**src/rtl/serial_alu_if.sv**
```systemverilog
// serial_alu_if -- handshake and operand/result bundle for serial_alu.
//   start/op/a/b (+cin when SERIAL_ALU_CIN_EN is defined) : requester -> ALU
//   busy/done/result/cout/zero                             : ALU -> requester
// Modports: master (requester side), slave (ALU side).
interface serial_alu_if #(
   parameter int unsigned WORD = 4
);
   logic            start;
   logic [2:0]      op;
   logic [WORD-1:0] a;
   logic [WORD-1:0] b;
`ifdef SERIAL_ALU_CIN_EN
   logic            cin;
`endif
   logic            busy;
   logic            done;
   logic [WORD-1:0] result;
   logic            cout;
   logic            zero;

`ifdef SERIAL_ALU_CIN_EN
   modport master (output start, op, a, b, cin, input busy, done, result, cout, zero);
   modport slave  (input start, op, a, b, cin, output busy, done, result, cout, zero);
`else
   modport master (output start, op, a, b, input busy, done, result, cout, zero);
   modport slave  (input start, op, a, b, output busy, done, result, cout, zero);
`endif
endinterface

```
**src/rtl/serial_alu.sv**
```systemverilog
// serial_alu -- bit-serial ALU, one operand bit per clock, LSB first.
// Ports:
//   clk  : rising-edge clock
//   rst  : asynchronous active-high reset
//   bus  : serial_alu_if.slave (start/op/a/b in, busy/done/result/cout/zero out)
// Opcodes: 0 XOR, 1 OR, 2 AND, 3 GT (a>b unsigned), 4 ADD, 5 SUB, 6 PASS B, 7 EQ.
// An accepted start is followed by WORD processing edges; the last one
// updates result/cout/zero, drops busy and pulses done.
// Optional macro SERIAL_ALU_CIN_EN adds bus.cin, the carry/borrow seed for ADD/SUB.
module serial_alu #(
   parameter int unsigned WORD = 4
) (
   input logic        clk,
   input logic        rst,
   serial_alu_if.slave bus
);

   localparam int unsigned CW = (WORD > 1) ? $clog2(WORD) : 1;

   typedef enum logic [2:0] {
      OP_XOR  = 3'd0,
      OP_OR   = 3'd1,
      OP_AND  = 3'd2,
      OP_GT   = 3'd3,
      OP_ADD  = 3'd4,
      OP_SUB  = 3'd5,
      OP_PASS = 3'd6,
      OP_EQ   = 3'd7
   } op_t;

   typedef enum logic {
      S_IDLE,
      S_RUN
   } state_t;

   state_t          state;
   op_t             opr;
   op_t             op_in;
   logic [WORD-1:0] sa;
   logic [WORD-1:0] sb;
   logic [WORD-1:0] acc;
   logic [CW-1:0]   cnt;
   logic            chain;
   logic            seed;
   logic            chain_init;

   logic            busy_r;
   logic            done_r;
   logic [WORD-1:0] result_r;
   logic            cout_r;
   logic            zero_r;

   logic            ai;
   logic            bi;
   logic            obit;
   logic            nchain;
   logic [WORD-1:0] assembled;
   logic [WORD-1:0] final_res;

`ifdef SERIAL_ALU_CIN_EN
   assign seed = bus.cin;
`else
   assign seed = 1'b0;
`endif

   assign op_in = op_t'(bus.op);

   // Chain seed at accept: EQ starts "equal so far", ADD/SUB take the optional
   // carry/borrow-in, everything else starts clear.
   always_comb begin
      chain_init = 1'b0;
      case (op_in)
         OP_EQ:          chain_init = 1'b1;
         OP_ADD, OP_SUB: chain_init = seed;
         default:        chain_init = 1'b0;
      endcase
   end

   assign ai = sa[0];
   assign bi = sb[0];

   // 1-bit slice: output bit and next chain value for the current bit.
   always_comb begin
      obit   = 1'b0;
      nchain = chain;
      case (opr)
         OP_XOR:  obit = ai ^ bi;
         OP_OR:   obit = ai | bi;
         OP_AND:  obit = ai & bi;
         OP_PASS: obit = bi;
         OP_ADD: begin
            obit   = ai ^ bi ^ chain;
            nchain = (ai & bi) | (chain & (ai ^ bi));
         end
         OP_SUB: begin
            obit   = ai ^ bi ^ chain;
            nchain = (~ai & bi) | (~(ai ^ bi) & chain);
         end
         // GT scans LSB first, so a higher differing bit overrides the lower verdict.
         OP_GT:   nchain = (ai & ~bi) | (~(ai ^ bi) & chain);
         OP_EQ:   nchain = chain & ~(ai ^ bi);
         default: begin
            obit   = 1'b0;
            nchain = chain;
         end
      endcase
   end

   // Output bits enter at the MSB and migrate down, landing in place after WORD shifts.
   assign assembled = {obit, acc[WORD-1:1]};
   assign final_res = ((opr == OP_GT) || (opr == OP_EQ)) ?
                      {{(WORD-1){1'b0}}, nchain} : assembled;

   always_ff @(posedge clk or posedge rst) begin
      if (rst) begin
         state    <= S_IDLE;
         opr      <= OP_XOR;
         sa       <= '0;
         sb       <= '0;
         acc      <= '0;
         cnt      <= '0;
         chain    <= 1'b0;
         busy_r   <= 1'b0;
         done_r   <= 1'b0;
         result_r <= '0;
         cout_r   <= 1'b0;
         zero_r   <= 1'b1;
      end else begin
         done_r <= 1'b0;
         case (state)
            S_IDLE: begin
               if (bus.start) begin
                  opr    <= op_in;
                  sa     <= bus.a;
                  sb     <= bus.b;
                  acc    <= '0;
                  cnt    <= '0;
                  chain  <= chain_init;
                  busy_r <= 1'b1;
                  state  <= S_RUN;
               end
            end
            S_RUN: begin
               sa    <= sa >> 1;
               sb    <= sb >> 1;
               acc   <= assembled;
               chain <= nchain;
               cnt   <= cnt + 1'b1;
               if (cnt == CW'(WORD - 1)) begin
                  result_r <= final_res;
                  cout_r   <= nchain;
                  zero_r   <= (final_res == '0);
                  busy_r   <= 1'b0;
                  done_r   <= 1'b1;
                  state    <= S_IDLE;
               end
            end
            default: state <= S_IDLE;
         endcase
      end
   end

   assign bus.busy   = busy_r;
   assign bus.done   = done_r;
   assign bus.result = result_r;
   assign bus.cout   = cout_r;
   assign bus.zero   = zero_r;

endmodule
```
**src/flat_wrapper.sv**
```systemverilog
// flat-port wrapper written by rule: the top's interface ports become plain ports
module serial_alu_flat 
#(
   parameter int unsigned WORD = 4
)
  (clk, rst, bus_start, bus_op, bus_a, bus_b, bus_busy, bus_done, bus_result, bus_cout, bus_zero);
  serial_alu_if #(.WORD(WORD)) bus_i ();
  input logic clk;
  input logic rst;
  input wire logic [$bits(bus_i.start)-1:0] bus_start;
  input wire logic [$bits(bus_i.op)-1:0] bus_op;
  input wire logic [$bits(bus_i.a)-1:0] bus_a;
  input wire logic [$bits(bus_i.b)-1:0] bus_b;
  output wire logic [$bits(bus_i.busy)-1:0] bus_busy;
  output wire logic [$bits(bus_i.done)-1:0] bus_done;
  output wire logic [$bits(bus_i.result)-1:0] bus_result;
  output wire logic [$bits(bus_i.cout)-1:0] bus_cout;
  output wire logic [$bits(bus_i.zero)-1:0] bus_zero;
  assign bus_i.start = bus_start;
  assign bus_i.op = bus_op;
  assign bus_i.a = bus_a;
  assign bus_i.b = bus_b;
  assign bus_busy = bus_i.busy;
  assign bus_done = bus_i.done;
  assign bus_result = bus_i.result;
  assign bus_cout = bus_i.cout;
  assign bus_zero = bus_i.zero;
  serial_alu #(.WORD(WORD)) u_core (.clk(clk), .rst(rst), .bus(bus_i));
endmodule
```
**config.mk**
```make
export PLATFORM = sky130hd
export DESIGN_NAME = serial_alu_flat
export DESIGN_NICKNAME = d
export VERILOG_FILES = /design/src/rtl/serial_alu_if.sv /design/src/rtl/serial_alu.sv /design/src/flat_wrapper.sv
export SDC_FILE = /design/constraint.sdc
export NUM_CORES = 1
export LEC_CHECK = 0
export ABC_AREA = 1
export BUFFER_PORTS_ARGS = -buffer_cell sky130_fd_sc_hd__buf_2
export CAP_MARGIN = 0
export CORE_MARGIN = 8
export CORE_UTILIZATION = 45
export CTS_BUF_LIST = sky130_fd_sc_hd__clkbuf_16
export DETAILED_ROUTE_END_ITERATION = 7
export PLACE_DENSITY = 0.66
export REMOVE_ABC_BUFFERS = 1
export SYNTH_ARGS = -nofsm -noshare
export SYNTH_HDL_FRONTEND = slang
export SYNTH_SLANG_ARGS = --single-unit
```
**constraint.sdc**
```tcl
create_clock -name clk -period 4.65 [get_ports clk]
set_clock_uncertainty 0.2 [all_clocks]
set_input_delay 0.93 -clock clk [delete_from_list [all_inputs] [get_ports clk]]
set_output_delay 0.93 -clock clk [all_outputs]
set_load 0.01 [all_outputs]
```
# Word-level counts from Yosys, hierarchy flattened
# Cells that the tools add are included.
totals:
  in_bits: 14
  wordCells: 68
  register_bits: 27
  output_inout_bits: 8
classes:
  n_eq_ne: 11
  n_mux: 22
  n_reduce_logical: 7
  bitwise_logic: 15
  addsub: 1
op_table:
  columns: ["op", "n"]
  rows:
  - ["one-hot mux 4 bit (2 select lines)", 3]
  - ["2-to-1 mux 4 bit", 4]
  - ["equality test 3 bit (second input constant)", 5]
  - ["2-to-1 mux 1 bit", 8]
  - ["equality test 3 x 2 -> 1 bit (second input constant)", 2]
  - ["one-hot mux 1 bit (2 select lines)", 3]
  - ["AND reduction 2 bit", 3]
  - ["bitwise AND 1 bit", 5]
  - ["one-hot mux 1 bit (5 select lines)", 1]
  - ["zero test 4 bit", 1]
  - ["!= test 2 bit (second input constant)", 2]
  - ["inverter 1 bit", 4]
  - ["bitwise OR 1 bit", 4]
  - ["one-hot mux 1 bit (4 select lines)", 1]
  - ["one-hot mux 2 bit (2 select lines)", 1]
  - ["equality test 3 x 1 -> 1 bit (second input constant)", 1]
  - ["zero test 3 bit", 1]
  - ["adder 2 x 1 -> 2 bit (second input constant)", 1]
  - ["equality test 2 bit (second input constant)", 1]
  - ["2-to-1 mux 2 bit", 1]
  - ["OR reduction 2 bit", 1]
  - ["XOR 1 bit", 2]
  - ["logical OR 1 bit", 1]

# Logic depth before layout (Yosys ltp)
logic_depth:
  depth_word: 7
  mapped_depth: 11
  depth_no_buf: 11

# Least setup slack after synthesis
# Ideal clock, no wire load.
synth_path:
  path_type: "input port to flip-flop"
  startpoint: "in bus_start"
  endpoint: "reg u_core.sa[0]"
  stages: 5
  setup_time_ns: 0.131
  t_required_ns: 4.319
  n_path_buf: 1
  t_arrival_ns: 1.350
  slack_ns: 2.969
  path_cell_list: "inv_2 > nor2_8 > buf_6 > nand2_1 > o211ai_1"
synth_via:
  elab_chain_cells: 1
synth_rtl:
  columns: ["element", "line", "text"]
  rows:
  - ["start: declaration", "flat_wrapper.sv:10", "input wire logic [$bits(bus_i.start)-1:0] bus_start;"]
  - ["!= test 2 bit (no source line)", null, null]
  - ["end signal: assignment", "serial_alu.sv:134", "sa <= bus.a;"]
  - ["end signal: assignment", "serial_alu.sv:144", "sa <= sa >> 1;"]
  - ["end: declaration", "serial_alu.sv:39", "logic [WORD-1:0] sa;"]
# No other way between the ends.
# A chain may end at the register's enable or synchronous reset.

# Final worst setup path
layout_path:
  startpoint: "reg u_core.zero_r (netlist: u_core.bus.zero)"
  endpoint: "out bus_zero"
layout_lines:
  columns: ["element", "line", "text"]
  rows:
  - ["start: declaration", "serial_alu.sv:51", "logic zero_r;"]
  - ["start signal: assignment", "serial_alu.sv:152", "zero_r <= (final_res == '0);"]
  - ["end: declaration", "flat_wrapper.sv:18", "output wire logic [$bits(bus_i.zero)-1:0] bus_zero;"]
# No word-level cell between the ends.

==> impl_metrics.csv <==
group,metric,value,unit
pwr,p_leak,0.787,nW
setup_path,cp-startpoint,"u_core.bus.zero",
setup_path,cpLargestDelayFamily,"flip-flops",
min_path,hp-class,"flip-flop to flip-flop",
timing,setup_violations,0,
clock_network,post_cts_resized,0,
clock_network,numClockSinks,26,
timing,hold_viol,0,
timing,fin_tns_setup,0,ps
synthesis,synth_ff_type,"dfrtp_1",
synthesis,synth.avg_cell_area,8.97,sq um
setup_path,cp.required,3520,ps
finish,fillers,253,
synthesis,ys_ff_latch,26,
clock_network,ctsHtreeMaxLevel,1,
floorplan,start_util,47.1,%
setup_path,path_buf_inv,1,
setup_path,rr_worst_depth,7,
drt,firstDrtPassIters,4,
floorplan,die_area,4870,sq um
timing,fmax,494,MHz
clock_network,clk_pin_slew,60,ps
setup_path,path_max_fanout,2,
floorplan,ioPinCount,22,
placement,dp_hpwl,2000,um
setup_path,timing.rr.start,"u_core.sb[0]",
synthesis,synth_top_area_share,48.1,%
floorplan,fp.dieH,69.8,um
timing,rsz0062_at_grt,"no",
synthesis,synth.area.top_cells,"dfrtp_1, nand2_1, ha_1",
setup_path,endpoint,"bus_zero",
setup_path,reg2reg_slack,2860,ps
clock_network,cts_inserted_buffers,3,
synthesis,yosys_warnings,0,
setup_path,cp.arrival,890,ps
drt,drc,0,
pwr,power,0.000973,W
synthesis,synth_top_cell_by_area,"dfrtp_1",
floorplan,rows,19,
drt,drt-initial-drc-count,47,
clock_network,clkLatencyLatePin,250,ps
synthesis,synthTopCellsByCount,"nand2_1, dfrtp_1, inv_1",
synthesis,synth_edf_count,0,
drt,viasPerCell,5.05,
timing,slew_headroom,36.5,%
pwr,p_per_area,649,nW/um^2
global_route,grt_pass1_wl,4700,um
setup_path,critPathMaxStageDelay,520,ps
finish,num_antenna_cells,0,
clock_network,root_buffer,"clkbuf_16",
synthesis,synth_cell_types,24,
outcome,status,"completed",
placement,gp_congestion,0.844,
pwr,ir_drop,0.426,mV
finish,nNetsFinal,190,
synthesis,async_flop_share,100,%
finish,final_cells,199,
placement,port_buffers,21,
flow_run,maxCapViolations,0,
timing,slew_viol_final,0,
timing,period_share,43.5,%
floorplan,fp.dieW,69.8,um
setup_path,worst_setup_path_start_kind,"flip-flop",
global_route,grt_pass1_vias,1088,
placement,post-place-cells,195,
global_route,overflow,0,
clock_network,cts_tree,"yes",
setup_path,slowest_stage,"dfstp_2",
timing,whs,274,ps
setup_path,crit_cells,1,
synthesis,yosysSeqAreaShare,50.1,%
drt,vias,1004,
clock_network,cts_setup_buffers,0,
clock_network,ctsHoldBuffers,0,
synthesis,yosysMostFrequentCell,"nand2_1",
timing,tightest_slew,951,ps
synthesis,synth.cell_area,1300,sq um
global_route,grt_use_total,11.5,%
global_route,antenna_found_initial,0,
timing,post-route-min-period,2020,ps
finish,drive_gt1_share,22.6,%
min_path,hold-path-cell-count,2,
setup_path,path_class,"flip-flop to primary output",
drt,antenna_left,0,
finish,area_growth,15.4,%
setup_path,path_cells,"buf_2",
setup_path,end_kind,"primary output",
setup_path,rr_endpoint,"u_core.bus.zero",
drt,drt-total-wl,2600,um
global_route,grt_max_degree,27,
synthesis,synthCells,145,
floorplan,core-area,2760,sq um
drt,wire_per_inst,13.1,um
clock_network,clk_path_buf_depth,2,
-- metal layers --
metal | up-vias | GRT usage, % | wire [um]
met5 | - | 0 | 0
li1 | 504 | - | -
met4 | 0 | 3.35 | 21
met1 | 474 | 12.9 | 1140
met2 | 24 | 20.8 | 1320
met3 | 2 | 2.72 | 116
-- where the power goes --
part	switching, W	total [W]	internal (W)	leakage, nW
clock network	0.0000702	0.000185	0.000115	0.0423
logic	0.000235	0.000385	0.000150	0.416
registers	0.0000791	0.000403	0.000324	0.329
-- cell usage in the layout (no fill, tap or decap), types with 2 or more instances in the layout --
| master | instances |
|---|---|
| nand2_1 | 46 |
| clkbuf_16 | 3 |
| a21oi_1 | 2 |
| a22o_1 | 2 |
| ha_1 | 6 |
| inv_1 | 15 |
| o221ai_1 | 2 |
| inv_2 | 3 |
| nor2_1 | 10 |
| buf_2 | 21 |
| inv_4 | 3 |
| nand3_1 | 8 |
| dfrtp_1 | 25 |
| o21ai_0 | 4 |
| nand2_2 | 3 |
| o211ai_1 | 3 |
| o21ai_1 | 4 |
-- through the flow --
step | worst slack (ps) | cell area [sq um] | util (%)
2_1_floorplan | 2930 | 1280 | -
3_3_place_gp | 2660 | 1420 | 51.5
3_5_place_dp | 2630 | 1420 | 51.5
4_1_cts | 2620 | 1500 | 54.4
5_1_grt | 2600 | 1500 | 54.4
6_report | 2630 | 1500 | 54.4
-- worst min-delay path by stage --
| stage | startpoint | to | slack [ps] |
|---|---|---|---|
| 2_1_floorplan | u_core.cnt[0] | u_core.cnt[0] | 250 |
| 3_5_place_dp | u_core.bus.result[3] | u_core.bus.result[3] | 260 |
| 3_3_place_gp | u_core.bus.zero | u_core.bus.zero | 260 |
| 4_1_cts | u_core.bus.zero | u_core.bus.zero | 280 |
| 5_1_grt | u_core.bus.zero | u_core.bus.zero | 300 |
| 6_report | u_core.bus.zero | u_core.bus.zero | 270 |
-- state kept, by name, indices dropped and copies added, names as in the netlist, 2 cells and up --
signal / flops
u_core.opr: 3
u_core.sb: 4
u_core.sa: 4
u_core.bus.result: 4
u_core.acc: 3
u_core.cnt: 2
-- logic make-up after synthesis --
kind of cell / after synthesis / synth area share, %
compound gates: 19 / 9.43
simple gates: 71 / 25.0
flops: 26 / 50.1
fa+ha+maj: 7 / 7.31
buf+inv: 22 / 8.08
-- final cells by class --
type,count,area [sq um],area share (%)
Clock buffer,3,75.1,5.00
Clock inverter,1,3.75,0.250
Inverter,20,82.6,5.50
Multi-Input combinational cell,97,543,36.2
Sequential cell,26,652,43.5
Tap cell,31,38.8,2.59
Timing Repair Buffer,21,105,7.01
Power figures use the tool's default switching activity.
